==> config.mk <==
export PLATFORM = sky130hd
export DESIGN_NAME = multicycle_control
export DESIGN_NICKNAME = d
export VERILOG_FILES = /design/src/rtl/multicycle_control.sv
export SDC_FILE = /design/constraint.sdc
export NUM_CORES = 1
export LEC_CHECK = 0
export BUFFER_PORTS_ARGS = -buffer_cell sky130_fd_sc_hd__buf_4
export CAP_MARGIN = 20
export CORE_UTILIZATION = 43
export CTS_BUF_LIST = sky130_fd_sc_hd__clkbuf_8 sky130_fd_sc_hd__clkbuf_16
export DETAILED_ROUTE_END_ITERATION = 8
export PLACE_DENSITY = 0.83
export SLEW_MARGIN = 10
export SYNTH_ARGS = -nofsm -noshare
export SYNTH_HDL_FRONTEND = slang
export SYNTH_SLANG_ARGS = --single-unit
==> constraint.sdc <==
create_clock -name clk -period 1.7 [get_ports clk]
set_clock_uncertainty 0.2 [all_clocks]
set_input_delay 0.085 -clock clk [delete_from_list [all_inputs] [get_ports clk]]
set_output_delay 0.085 -clock clk [all_outputs]
set_load 0.03 [all_outputs]
==> src/rtl/multicycle_control.sv <==
// multicycle_control: Moore main control FSM sequencing the multi-cycle MIPS datapath
module multicycle_control (
  input  logic       clk,
  input  logic       reset,
  input  logic [5:0] Opcode,
  input  logic       MemReady,
  output logic       PCWrite,
  output logic       PCWriteCond,
  output logic       IorD,
  output logic       MemRead,
  output logic       MemWrite,
  output logic       MemtoReg,
  output logic       IRWrite,
  output logic       ALUSrcA,
  output logic       RegWrite,
  output logic       RegDst,
  output logic [1:0] PCSource,
  output logic [1:0] ALUSrcB,
  output logic [1:0] ALUOp,
  output logic       IllegalOp,
  output logic [3:0] State
);
  typedef enum logic [3:0] {
    FETCH  = 4'd0,
    DECODE = 4'd1,
    MEMADR = 4'd2,
    MEMRD  = 4'd3,
    MEMWB  = 4'd4,
    MEMWR  = 4'd5,
    EXEC   = 4'd6,
    ALUWB  = 4'd7,
    BRANCH = 4'd8,
    JUMP   = 4'd9,
    ADDIEX = 4'd10,
    ADDIWB = 4'd11
  } state_t;
  localparam logic [5:0] OP_R    = 6'b000000;
  localparam logic [5:0] OP_LW   = 6'b100011;
  localparam logic [5:0] OP_SW   = 6'b101011;
  localparam logic [5:0] OP_BEQ  = 6'b000100;
  localparam logic [5:0] OP_J    = 6'b000010;
  localparam logic [5:0] OP_ADDI = 6'b001000;
  state_t state, next;
  assign State = state;
  // state register; reset aborts any instruction in flight
  always_ff @(posedge clk or posedge reset)
    if (reset) state <= FETCH;
    else state <= next;
  // next-state selection; memory states stall until MemReady
  always_comb begin
    next = FETCH;
    case (state)
      FETCH:  next = MemReady ? DECODE : FETCH;
      DECODE: next = Opcode == OP_R    ? EXEC   :
                     Opcode == OP_LW   ? MEMADR :
                     Opcode == OP_SW   ? MEMADR :
                     Opcode == OP_BEQ  ? BRANCH :
                     Opcode == OP_J    ? JUMP   :
                     Opcode == OP_ADDI ? ADDIEX : FETCH;
      MEMADR: next = Opcode == OP_SW ? MEMWR : MEMRD;
      MEMRD:  next = MemReady ? MEMWB : MEMRD;
      MEMWR:  next = MemReady ? FETCH : MEMWR;
      EXEC:   next = ALUWB;
      ADDIEX: next = ADDIWB;
      default: next = FETCH;
    endcase
  end
  // control outputs decoded from state, all forced low while reset is held
  always_comb begin
    PCWrite = 1'b0;
    PCWriteCond = 1'b0;
    IorD = 1'b0;
    MemRead = 1'b0;
    MemWrite = 1'b0;
    MemtoReg = 1'b0;
    IRWrite = 1'b0;
    ALUSrcA = 1'b0;
    RegWrite = 1'b0;
    RegDst = 1'b0;
    PCSource = 2'b00;
    ALUSrcB = 2'b00;
    ALUOp = 2'b00;
    IllegalOp = 1'b0;
    if (!reset)
      case (state)
        FETCH: begin
          MemRead = 1'b1;
          ALUSrcB = 2'b01;
          IRWrite = MemReady;
          PCWrite = MemReady;
        end
        DECODE: begin
          ALUSrcB = 2'b11;
          IllegalOp = !(Opcode == OP_R || Opcode == OP_LW || Opcode == OP_SW ||
                        Opcode == OP_BEQ || Opcode == OP_J || Opcode == OP_ADDI);
        end
        MEMADR, ADDIEX: begin
          ALUSrcA = 1'b1;
          ALUSrcB = 2'b10;
        end
        MEMRD: begin
          MemRead = 1'b1;
          IorD = 1'b1;
        end
        MEMWB: begin
          RegWrite = 1'b1;
          MemtoReg = 1'b1;
        end
        MEMWR: begin
          MemWrite = 1'b1;
          IorD = 1'b1;
        end
        EXEC: begin
          ALUSrcA = 1'b1;
          ALUOp = 2'b10;
        end
        ALUWB: begin
          RegWrite = 1'b1;
          RegDst = 1'b1;
        end
        BRANCH: begin
          ALUSrcA = 1'b1;
          ALUOp = 2'b01;
          PCWriteCond = 1'b1;
          PCSource = 2'b01;
        end
        JUMP: begin
          PCWrite = 1'b1;
          PCSource = 2'b10;
        end
        ADDIWB: RegWrite = 1'b1;
        default: ;
      endcase
  end
endmodule

==> impl_metrics.prom, run 1 <==
# TYPE chip_impl_metric gauge
chip_impl_info{name="run_status",value="aborted with a tool error"} 1
chip_impl_info{name="outcome.stop_stage",value="clock tree synthesis"} 1
chip_impl_info{name="firstError",value="[ERROR DPL-0038] Utilization greater than 100%, impossible to legalize"} 1
chip_impl_metric{name="synthesis.area_per_instance",unit="µm²"} 6.92
chip_impl_info{name="synthMostInstantiatedCell",value="nor2_1"} 1
chip_impl_metric{name="clock_tree.htree_level_count",unit=""} 1
chip_impl_metric{name="cts_sinks",unit=""} 4
chip_impl_metric{name="async_reset_ff_frac",unit=""} 1.00
chip_impl_metric{name="syn-instance-count",unit=""} 81
chip_impl_metric{name="post_syn_nets",unit=""} 90
chip_impl_metric{name="synth_enable_flop_cells",unit=""} 0
chip_impl_metric{name="placement.cell_area",unit="µm²"} 950
chip_impl_metric{name="rows",unit=""} 12
chip_impl_metric{name="ctsHoldBuffers",unit=""} 2
chip_impl_metric{name="maximum_clock_insertion_buffer_count",unit=""} 2
chip_impl_metric{name="postCtsResizedCells",unit=""} 20
chip_impl_info{name="synthFlopType",value="dfrtp_1"} 1
chip_impl_metric{name="start_util",unit=""} 0.485
chip_impl_metric{name="synthDistinctLibCells",unit=""} 37
chip_impl_metric{name="cts_made_buffers",unit=""} 3
chip_impl_metric{name="dp_hpwl",unit="µm"} 1430
chip_impl_metric{name="die_w",unit="µm"} 38.1
chip_impl_metric{name="post-cts-setup-buffers",unit=""} 9
chip_impl_metric{name="buffers_on_ports",unit=""} 29
chip_impl_metric{name="die_height",unit="µm"} 38.1
chip_impl_metric{name="yosysTopAreaCellShare",unit=""} 0.179
chip_impl_metric{name="yosys_warnings",unit=""} 0
chip_impl_metric{name="ios",unit=""} 30
chip_impl_info{name="synthDominantAreaCellType",value="dfrtp_1"} 1
chip_impl_metric{name="pre_cts_ws",unit="ns"} 0.0522
chip_impl_info{name="clock-root-buffer",value="clkbuf_8"} 1
chip_impl_metric{name="mappedNetlistArea",unit="µm²"} 561
chip_impl_metric{name="postSynthRegisterBits",unit=""} 4
chip_impl_info{name="netlist_top_cells_area",value="dfrtp_1 18%, nor2_1 6.7%, nor3b_1 6.7%"} 1
chip_impl_info{name="netlist_top_cells_count",value="10 x nor2_1, 6 x nor3_1, 5 x a21oi_1, 5 x buf_2, 5 x nor3b_1"} 1
chip_impl_metric{name="finalWeightedCongestion",unit=""} 0.794
chip_impl_metric{name="seq_area_frac_synth",unit=""} 0.179
==> kinds of logic after synthesis <==
kind of cell           after synthesis  share of synthesized area
AO/OA/AOI/OAI                       17                      0.192
XOR/XNOR                             2                     0.0313
buffers and inverters                9                     0.0781
flip-flops                           4                      0.179
multiplexers                         1                     0.0179
AND/OR/NAND/NOR                     48                      0.502
==> per-stage QoR <==
stage / utilization / instances / hold slack, ns
detailed placement: 0.821 / 127 / -0.0898
global placement: 0.821 / 127 / -0.106
floorplan: - / 81 / 0.0451
==> run 2: changes to the inputs <==
--- a/config.mk
+++ b/config.mk
@@ -7,10 +7,10 @@
 export LEC_CHECK = 0
 export BUFFER_PORTS_ARGS = -buffer_cell sky130_fd_sc_hd__buf_4
 export CAP_MARGIN = 20
-export CORE_UTILIZATION = 43
-export CTS_BUF_LIST = sky130_fd_sc_hd__clkbuf_8 sky130_fd_sc_hd__clkbuf_16
+export CORE_AREA = 2 2 63 65
 export DETAILED_ROUTE_END_ITERATION = 8
-export PLACE_DENSITY = 0.83
+export DIE_AREA = 0 0 65 67
+export PLACE_DENSITY_LB_ADDON = 0.15
 export SLEW_MARGIN = 10
 export SYNTH_ARGS = -nofsm -noshare
 export SYNTH_HDL_FRONTEND = slang
==> run 2 against run 1 <==
Against the previous run: the flow now finishes, with violations (setup timing); synthesized area did not move; synthesized cell count unchanged.
==> impl_metrics.prom, run 2 <==
# TYPE chip_impl_metric gauge
chip_impl_metric{name="cts_made_buffers",unit=""} 3
chip_impl_info{name="startpoint_type_of_the_worst_setup_path",value="flip-flop"} 1
chip_impl_info{name="hold_path.class",value="in2reg"} 1
chip_impl_metric{name="post_syn_nets",unit=""} 90
chip_impl_metric{name="vdd_ir_drop_max",unit="mV"} 0.178
chip_impl_info{name="synthFlopType",value="dfrtp_1"} 1
chip_impl_info{name="tritoncts",value="done"} 1
chip_impl_metric{name="critPathRequiredTime",unit="ns"} 1.41
chip_impl_metric{name="number_of_pins_exceeding_their_max_slew_limit_in_the_final_report",unit=""} 0
chip_impl_metric{name="syn-instance-count",unit=""} 81
chip_impl_metric{name="clock_tree.htree_level_count",unit=""} 1
chip_impl_metric{name="routed_via_density",unit=""} 4.55
chip_impl_info{name="synthDominantAreaCellType",value="dfrtp_1"} 1
chip_impl_metric{name="antenna_cells_inserted",unit=""} 0
chip_impl_metric{name="area.sequential",unit="µm²"} 105
chip_impl_metric{name="layout-area-overhead-vs-synth",unit="%"} 134
chip_impl_info{name="final_cell_mix",value="35 x buf_4, 15 x buf_6, 5 x nor2_4"} 1
chip_impl_metric{name="finalWeightedCongestion",unit=""} 0.746
chip_impl_metric{name="buffers_on_ports",unit=""} 29
chip_impl_metric{name="final_layout_size_suffix_gt1_frac",unit=""} 0.672
chip_impl_metric{name="route.detailed.drc",unit=""} 0
chip_impl_metric{name="largest_register_ffs",unit=""} 4
chip_impl_info{name="maxUsedRoutingLayer",value="met4"} 1
chip_impl_metric{name="clock_insertion_delay_at_the_later_pin_of_the_skew_report",unit="ns"} 0.22
chip_impl_info{name="critPathSlowestCell",value="or4_4"} 1
chip_impl_metric{name="worst_slew_margin_rel",unit=""} 0.759
chip_impl_metric{name="setup_viol_count_final",unit=""} 11
chip_impl_metric{name="yosys_warnings",unit=""} 0
chip_impl_metric{name="vias_post_dr",unit=""} 814
chip_impl_metric{name="critical_path_peak_fanout",unit=""} 5
chip_impl_metric{name="final-hold-violation-count",unit=""} 0
chip_impl_metric{name="highest_clock_rate",unit="MHz"} 547
chip_impl_metric{name="combPwrFrac",unit=""} 0.620
chip_impl_metric{name="mappedNetlistArea",unit="µm²"} 561
chip_impl_metric{name="die_height",unit="µm"} 67
chip_impl_metric{name="met2_length",unit="µm"} 1120
chip_impl_metric{name="drt.antenna.violating_nets",unit=""} 0
chip_impl_metric{name="clk_pin_slew_worst_paths",unit="ns"} 0.03
chip_impl_info{name="failed_checks",value="setup timing"} 1
chip_impl_metric{name="synthesis.area_per_instance",unit="µm²"} 6.92
chip_impl_metric{name="cts_sinks",unit=""} 4
chip_impl_metric{name="wl_per_cell",unit="µm"} 12.5
chip_impl_metric{name="static_leakage",unit="nW"} 0.507
chip_impl_metric{name="async_reset_ff_frac",unit=""} 1.00
chip_impl_info{name="mostFrequentLayoutCell",value="buf_4"} 1
chip_impl_metric{name="worst-slew-pin-transition",unit="ns"} 0.359
chip_impl_info{name="worstSetupPathType",value="reg2out"} 1
chip_impl_metric{name="drv.max_cap_violation_count",unit=""} 0
chip_impl_info{name="synthMostInstantiatedCell",value="nor2_1"} 1
chip_impl_metric{name="synthDistinctLibCells",unit=""} 37
chip_impl_metric{name="cp_peak_stage_delay",unit="ns"} 0.49
chip_impl_metric{name="start_util",unit=""} 0.155
chip_impl_metric{name="worstPathArrival",unit="ns"} 1.54
chip_impl_metric{name="floorplan.core_area",unit="mm²"} 0.00361
chip_impl_info{name="netlist_top_cells_count",value="10 x nor2_1, 6 x nor3_1, 5 x a21oi_1, 5 x buf_2, 5 x nor3b_1"} 1
chip_impl_metric{name="multi_input_area",unit="µm²"} 609
chip_impl_info{name="run_status",value="finished with violations"} 1
chip_impl_metric{name="initial_antenna_violation_count",unit=""} 0
chip_impl_metric{name="seq_area_frac_synth",unit=""} 0.179
chip_impl_info{name="clock-root-buffer",value="clkbuf_8"} 1
chip_impl_metric{name="ios",unit=""} 30
chip_impl_metric{name="detailedRoute.firstIterationViolations",unit=""} 14
chip_impl_metric{name="maximum_number_of_pins_on_one_net_before_global_route_repair",unit=""} 12
chip_impl_metric{name="route.met3.wl",unit="µm"} 110
chip_impl_metric{name="grt_pass1_vias",unit=""} 820
chip_impl_metric{name="gr-total-overflow",unit=""} 0
chip_impl_metric{name="power_density",unit="mW/mm²"} 653
chip_impl_metric{name="dp_hpwl",unit="µm"} 1690
chip_impl_metric{name="p_int",unit="mW"} 0.510
chip_impl_metric{name="die_w",unit="µm"} 65
chip_impl_metric{name="power.switching",unit="mW"} 0.347
chip_impl_metric{name="detail_route.first_pass.iterations",unit=""} 2
chip_impl_metric{name="layout_worst_path_cycle_share",unit=""} 1.08
chip_impl_metric{name="fin_nets",unit=""} 142
chip_impl_info{name="timing.critical_path.cells",value="nor2b_1 -> or4_4 -> a21oi_4 -> buf_6"} 1
chip_impl_metric{name="totalWireLength",unit="µm"} 2240
chip_impl_metric{name="maximum_clock_insertion_buffer_count",unit=""} 2
chip_impl_metric{name="power.clock.fraction",unit=""} 0.229
chip_impl_metric{name="rows",unit=""} 22
chip_impl_metric{name="wire_length_of_the_first_global_routing_pass",unit="µm"} 3680
chip_impl_metric{name="post-route-min-period",unit="ns"} 1.83
chip_impl_info{name="unrepaired_setup_endpoints_after_global_routing",value="true"} 1
chip_impl_metric{name="power.share.switching",unit=""} 0.405
chip_impl_metric{name="p_seq_frac",unit=""} 0.151
chip_impl_metric{name="global_route.usage.total",unit=""} 0.111
chip_impl_metric{name="yosysTopAreaCellShare",unit=""} 0.179
chip_impl_info{name="setup.worst_path.end_class",value="output port"} 1
chip_impl_info{name="netlist_top_cells_area",value="dfrtp_1 18%, nor2_1 6.7%, nor3b_1 6.7%"} 1
chip_impl_metric{name="synth_enable_flop_cells",unit=""} 0
chip_impl_metric{name="wirelength_met1",unit="µm"} 964
chip_impl_metric{name="utilization",unit=""} 0.364
chip_impl_metric{name="layout_setup_ws",unit="ns"} -0.130
chip_impl_metric{name="layout.filler_cells",unit=""} 384
chip_impl_metric{name="fp.dieArea",unit="mm²"} 0.00436
chip_impl_metric{name="postSynthRegisterBits",unit=""} 4
chip_impl_metric{name="report.power.total",unit="mW"} 0.857
==> run 2: final timing paths <==
path                                    startpoint                 end  slack, ns  depth (start not counted)
worst max-delay path            State[1]$_DFF_PP0_            RegWrite      -0.13                          4
worst min-delay path                     Opcode[5]  State[0]$_DFF_PP0_       0.04                          3
worst max register to register  State[0]$_DFF_PP0_  State[2]$_DFF_PP0_       0.05                          5
worst min register to register  State[1]$_DFF_PP0_  State[1]$_DFF_PP0_       0.57                          3
max in group asynchronous                    reset  State[3]$_DFF_PP0_       0.92                          3
min in group asynchronous                    reset  State[0]$_DFF_PP0_       0.25                          3
==> run 2: power groups by stage <==
stage / Clock [mW] / Combinational (mW) / Sequential, mW
floorplan: 0 / 0.257 / 0.148
global route: 0.208 / 0.571 / 0.132
finish: 0.196 / 0.531 / 0.129
global placement: 0 / 0.412 / 0.133
detailed placement: 0 / 0.415 / 0.135
CTS: 0.202 / 0.504 / 0.129
==> run 2: through the flow <==
stage,instance area [µm²],worst slack (ns),std cells,TNS (ns),hold slack (ns)
4_1_cts,1240,-0.139,176,-0.817,0.0427
3_3_place_gp,992,0.0620,161,0,-0.0890
6_report,1310,-0.130,179,-0.739,0.0420
5_1_grt,1310,-0.175,179,-1.32,0.0678
3_5_place_dp,992,0.0480,161,0,-0.0891
2_1_floorplan,682,-0.0561,81,-0.124,0.0451
==> run 2: logic make-up after synthesis <==
family	synth area share
AND/OR/NAND/NOR	0.502
AO/OA/AOI/OAI	0.192
buffers and inverters	0.0781
flip-flops	0.179
XOR/XNOR	0.0313
multiplexers	0.0179
==> run 2: worst max-delay path: cells and delay by family (launching register included) <==
| family | cells | cell delay, ns |
|---|---|---|
| buffers and inverters | 1 | 0.14 |
| AOI/OAI and AO/OA | 1 | 0.13 |
| DFF | 1 | 0.42 |
| and+or+nand+nor | 2 | 0.64 |
==> run 2: metal layers <==
layer  vias to the layer above  global-route usage
met5                         -                   0
met4                         0              0.0665
met3                         6              0.0101
met2                        29               0.196
met1                       378               0.130
li1                        401                   -
==> run 2: final cells by class <==
cell class	count	share of cell area
Multi-Input combinational cell	68	0.464
Timing Repair Buffer	54	0.371
Sequential cell	4	0.0801
Tap cell	48	0.0458
Clock buffer	3	0.0315
Inverter	2	0.00763
==> run 2: timing repair <==
action / 4_1_cts / 5_1_grt
resized for setup: 27 / 12
endpoints found under the setup margin: 14 / 17
hold endpoints to repair: 5 / 0
hold buffers: 2 / 0
pin swaps: 10 / 8
setup buffers: 10 / 4
Note: power is estimated with default switching activity, not from simulation.
